$ cat config.mk
export PLATFORM = sky130hd
export DESIGN_NAME = pp_column_serializer_flat
export DESIGN_NICKNAME = d
export VERILOG_FILES = /design/src/rtl/pp_column_serializer_pkg.sv /design/src/rtl/pp_column_serializer_if.sv /design/src/rtl/pp_column_serializer_mux.sv /design/src/rtl/pp_column_serializer.sv /design/src/flat_wrapper.sv
export SDC_FILE = /design/constraint.sdc
export NUM_CORES = 1
export LEC_CHECK = 0
export CAP_MARGIN = 5
export CORE_MARGIN = 2
export CORE_UTILIZATION = 56
export CTS_CLUSTER_DIAMETER = 120
export CTS_CLUSTER_SIZE = 8
export DETAILED_ROUTE_END_ITERATION = 6
export HOLD_SLACK_MARGIN = 0.1
export PLACE_DENSITY_LB_ADDON = 0.12
export SYNTH_ARGS = -nofsm -noshare
export SYNTH_HDL_FRONTEND = slang
export SYNTH_SLANG_ARGS = --single-unit
$ cat constraint.sdc
create_clock -name clk -period 5 [get_ports clk]
set_input_delay 1.25 -clock clk [delete_from_list [all_inputs] [get_ports clk]]
set_output_delay 1.25 -clock clk [all_outputs]
set_load 0.005 [all_outputs]
$ cat src/rtl/pp_column_serializer_pkg.sv
// pp_column_serializer_pkg: shared constants, FSM states and column-geometry helpers
package pp_pkg;
  localparam int N_DEFAULT = 13;
  typedef enum logic [1:0] {IDLE, SHIFT, DONE} state_e;
  function automatic int col_height(int i, int n);
    return (i + 1 < 2 * n - 1 - i) ? i + 1 : 2 * n - 1 - i;
  endfunction
  function automatic int col_jmin(int i, int n);
    return (i > n - 1) ? i - (n - 1) : 0;
  endfunction
endpackage

$ cat src/rtl/pp_column_serializer_if.sv
// pp_column_serializer_if: operand handshake plus column-serial output bundle
interface pp_column_serializer_if #(parameter int N = pp_pkg::N_DEFAULT);
  logic              in_valid;
  logic              in_ready;
  logic [N-1:0]      in_a;
  logic [N-1:0]      in_b;
  logic [2*N-2:0]    col_bit;
  logic              busy;
  logic              done;
  modport master (output in_valid, in_a, in_b, input in_ready, col_bit, busy, done);
  modport slave  (input in_valid, in_a, in_b, output in_ready, col_bit, busy, done);
endinterface

$ cat src/rtl/pp_column_serializer_mux.sv
// pp_column_mux: selects element N-1-t of every partial-product column (zero above the column height)
module pp_column_mux
  import pp_pkg::*;
#(
  parameter int N = N_DEFAULT,
  localparam int COLS = 2 * N - 1,
  localparam int TW = N > 1 ? $clog2(N) : 1
) (
  input  logic [N-1:0]    a,
  input  logic [N-1:0]    b,
  input  logic [TW-1:0]   t,
  output logic [COLS-1:0] col
);
  logic [TW-1:0] sel;
  assign sel = TW'(N - 1) - t;
  for (genvar c = 0; c < COLS; c++) begin : g_col
    logic [N-1:0] el;
    for (genvar e = 0; e < N; e++) begin : g_el
      if (e < col_height(c, N)) begin : g_on
        assign el[e] = a[col_jmin(c, N) + e] & b[c - col_jmin(c, N) - e];
      end else begin : g_off
        assign el[e] = 1'b0;
      end
    end
    assign col[c] = el[sel];
  end
endmodule

$ cat src/rtl/pp_column_serializer.sv
// pp_column_serializer: captures A/B and streams one bit per weight column for N cycles; PP_COLUMN_SERIALIZER_B2B_EN allows acceptance in DONE
module pp_column_serializer
  import pp_pkg::*;
#(
  parameter int N = N_DEFAULT
) (
  input logic                    clk,
  input logic                    rst,
  pp_column_serializer_if.slave  bus
);
  localparam int COLS = 2 * N - 1;
  localparam int TW = N > 1 ? $clog2(N) : 1;
  state_e          state_q, state_d;
  logic [TW-1:0]   t_q, t_d;
  logic [N-1:0]    a_q, a_d, b_q, b_d;
  logic [COLS-1:0] col_q, col_d, col_nxt;
  logic            accept;
`ifdef PP_COLUMN_SERIALIZER_B2B_EN
  assign bus.in_ready = state_q != SHIFT;
`else
  assign bus.in_ready = state_q == IDLE;
`endif
  assign accept      = bus.in_valid & bus.in_ready;
  assign bus.busy    = state_q == SHIFT;
  assign bus.done    = state_q == DONE;
  assign bus.col_bit = col_q;
  pp_column_mux #(.N(N)) u_mux (.a(a_d), .b(b_d), .t(t_d), .col(col_nxt));
  // next state, counter and operand capture; col_d is precomputed from next-cycle values so col_bit is registered
  always_comb begin
    state_d = state_q;
    t_d     = t_q;
    a_d     = a_q;
    b_d     = b_q;
    if (accept) begin
      state_d = SHIFT;
      t_d     = '0;
      a_d     = bus.in_a;
      b_d     = bus.in_b;
    end else if (state_q == SHIFT) begin
      state_d = t_q == TW'(N - 1) ? DONE : SHIFT;
      t_d     = t_q == TW'(N - 1) ? '0 : t_q + 1'b1;
    end else if (state_q == DONE) begin
      state_d = IDLE;
    end
    col_d = state_d == SHIFT ? col_nxt : '0;
  end
  // state and datapath registers
  always_ff @(posedge clk) begin
    if (rst) begin
      state_q <= IDLE;
      t_q     <= '0;
      a_q     <= '0;
      b_q     <= '0;
      col_q   <= '0;
    end else begin
      state_q <= state_d;
      t_q     <= t_d;
      a_q     <= a_d;
      b_q     <= b_d;
      col_q   <= col_d;
    end
  end
endmodule

$ cat src/flat_wrapper.sv
// flat-port wrapper written by rule: the top's interface ports become plain ports
module pp_column_serializer_flat import pp_pkg::*;
#(
  parameter int N = N_DEFAULT
)
  (clk, rst, bus_in_valid, bus_in_a, bus_in_b, bus_in_ready, bus_col_bit, bus_busy, bus_done);
  pp_column_serializer_if #(.N(N)) bus_i ();
  input logic clk;
  input logic rst;
  input wire logic [$bits(bus_i.in_valid)-1:0] bus_in_valid;
  input wire logic [$bits(bus_i.in_a)-1:0] bus_in_a;
  input wire logic [$bits(bus_i.in_b)-1:0] bus_in_b;
  output wire logic [$bits(bus_i.in_ready)-1:0] bus_in_ready;
  output wire logic [$bits(bus_i.col_bit)-1:0] bus_col_bit;
  output wire logic [$bits(bus_i.busy)-1:0] bus_busy;
  output wire logic [$bits(bus_i.done)-1:0] bus_done;
  assign bus_i.in_valid = bus_in_valid;
  assign bus_i.in_a = bus_in_a;
  assign bus_i.in_b = bus_in_b;
  assign bus_in_ready = bus_i.in_ready;
  assign bus_col_bit = bus_i.col_bit;
  assign bus_busy = bus_i.busy;
  assign bus_done = bus_i.done;
  pp_column_serializer #(.N(N)) u_core (.clk(clk), .rst(rst), .bus(bus_i));
endmodule
==> summary.txt <==
CTS buffer count = 9
initial core utilization = 58.29%
Row Count = 31
Top FF cell, synth = dfxtp_1
die area = 8345 um^2
Placed Instance Area = 4935 um^2
Worst-path clk slew = 0.07 ns
fin crit period = 4.038 ns
Hold Crit Class = register to register
Clk Latency, worst-skew pair = 0.35 ns
Design Area, Final = 5142 um^2
drt pass-1 iters = 7
Post-CTS Setup Bufs = 0
CTS tree = built
post-route setup TNS = 0 ns
Post-CTS Resized = 0
nets = 607
Routed Antenna Nets = 0
register area share after synthesis = 26.71%
Mapped Avg Cell Area = 8.093 um^2
routed len/inst = 24.48 um
ratio of cells with drive above 1 in the final layout = 14.48%
clock skew = 0.01114 ns
largest area contributor in the netlist = dfxtp_1
FF+latch count, synth = 57
leak pwr = 1.828 nW
GP Congestion = 1.066
Slew HR = 32.70%
vias in the first global route = 4686
CTS Hold Bufs = 0
DRC violations left = 0
# port buffers = 56
final setup fails = 0
diodes inserted = 0
synthesized cell area = 4273 um^2
Netlist cell types = 83
RSZ-0062 raised after global routing = no
Bufs on Longest Clock Path = 2
die span in x = 91.35 um
number of fill cells in the layout = 610
grt ovf = 0
mux cell area share after synthesis = 12.04%
EDFF count, synth = 0
outcome = complete, no violations
Final HPWL DP = 11600 um
complex-gate fraction of the synthesized area = 26.68%
vias per cell = 7.467
Synth Area in Adders = 0.8785%
largest net degree at the start of global routing = 45
Synth warnings = 0
drt total wl = 16630 um
Worst Setup Start Kind = input pin
first-pass GRT wire length = 26100 um
# clock sinks = 57
Synth Instances = 528
Power Density = 279.8 nW/um^2
largest cells by area after synthesis = dfxtp_1 (27%), mux2i_1 (5.2%), nand3_1 (4.9%)
Worst Max-Slew Pin Slew = 0.9814 ns
Root Buffer = clkbuf_8
CP arrival = 4.24 ns
I/O pin cnt = 57
All-Layer GR Usage = 39.98%
Finished Core Util = 70.15%
die extent in y = 91.35 um
largest family of logic cells by synthesized area = compound AO/OA/AOI/OAI gates
# Max-Cap Violations = 0
final hold violations = 0
Area Growth Syn to Fin = 20.35%
H-tree Lvls = 3
Max Fclk = 247.6 MHz
Worst Setup End Kind = register
Max IR drop VDD = 162.2 uV
initial DRC count = 992
largest fanout on the critical path = 15
Post-Synth XOR/XNOR Area = 0.6149%
Worst Path Required = 5.20 ns
CP Class = input pin to register
WHS = 0.5725 ns
ys async rst share = 0%
core box area = 7331 um^2
Max Slew Vio Count = 0
Vias = 5070
area share of the largest cell type after synthesis = 26.71%
Tcrit/Tclk final = 80.77%
syn_nets = 560
initial antenna violation count = 0
simple-gate share of the synthesized area = 26.56%
worst max-delay path: stages:
cell	delay, ns
clkdlybuf4s50_1	0.54
or3b_2	0.74
mux2i_1	0.84
nand2b_1	0.23
a2bb2oi_1	0.17
nor3_1	0.07
a2111oi_2	0.28
nor3_1	0.11
worst paths after layout:
kind	from	endpoint	depth (start not counted)	slack [ns]
hold reg to reg	u_core.a_q[0]$_SDFF_PP0_	u_core.a_q[0]$_SDFF_PP0_	2	0.57
setup / recovery	bus_in_valid	u_core.bus.col_bit[12]$_SDFF_PP0_	8	0.96
hold / removal	u_core.a_q[0]$_SDFF_PP0_	u_core.a_q[0]$_SDFF_PP0_	2	0.57
setup reg to reg	u_core.t_q[0]$_SDFF_PP0_	u_core.bus.col_bit[12]$_SDFF_PP0_	12	1.70
synth_stat cells (5+ instances only):
cell / n
a211oi_1: 5
a21oi_1: 20
a311oi_1: 5
a31oi_1: 27
and3_1: 26
buf_2: 9
buf_4: 5
clkbuf_1: 25
dfxtp_1: 57
mux2_2: 8
mux2i_1: 22
mux2i_2: 5
nand2_1: 37
nand3_1: 42
nor2_1: 47
nor3_1: 20
o211ai_1: 10
o21ai_0: 13
o221ai_1: 13
o22ai_1: 22
o32ai_1: 7
or3_1: 5
through the flow:
stage / power, mW / worst slack [ns] / cells
floorplan: 0.7974 / 1.159 / 528
global placement: 0.9569 / 0.6777 / 663
detailed placement: 0.9547 / 0.7042 / 663
CTS: 1.411 / 1.056 / 679
global route: 1.476 / 0.8566 / 679
finish: 1.439 / 0.9617 / 679
cell families after synthesis:
kind of cell               Yosys count
DFF                                 57
xor gates and xnor gates             3
and+or+nand+nor                    214
AOI/OAI and AO/OA                  157
adders and majority gates            3
buffers and inverters               52
muxes                               42
metal layers:
layer,global-route usage [%],part of all wire (%),up-vias
met1,51.96,37,2305
met4,21.09,6.9,0
met5,0,0,-
li1,-,-,2136
met3,11.70,14,130
met2,59.75,42,499
final cells by class:
type,count,area (um^2),share of cell area [%]
timing repair buffer,84,795.8,15.47
sequential,57,1141,22.19
tap,99,123.9,2.409
clock inverter,2,35.03,0.6813
multi-input combinational,419,2859,55.60
clock buffer,14,172.7,3.358
inverter,4,15.01,0.2920
cell usage in the layout (no fill, tap or decap), types with 7 or more instances in the layout:
master	instances
a31oi_1	27
o32ai_1	7
o21ai_0	13
nand2_1	37
dfxtp_1	57
o22ai_1	22
and3_1	26
mux2_2	8
nand3_1	42
o211ai_1	10
o221ai_1	13
a21oi_1	20
nor3_1	20
nor2_1	47
clkbuf_8	12
buf_4	26
clkdlybuf4s50_1	56
mux2i_1	22
power by group:
group,leakage [nW],switching [mW],internal [mW]
clock,0.107,0.192,0.271
combinational,1.26,0.305,0.175
sequential,0.464,0.0254,0.471
sequential cells by signal, indices dropped and copies added (netlist names):
name,flops
u_core.t_q,4
u_core.b_q,13
u_core.bus.col_bit,25
u_core.state_q,2
u_core.a_q,13
Power figures use the tool's default switching activity.
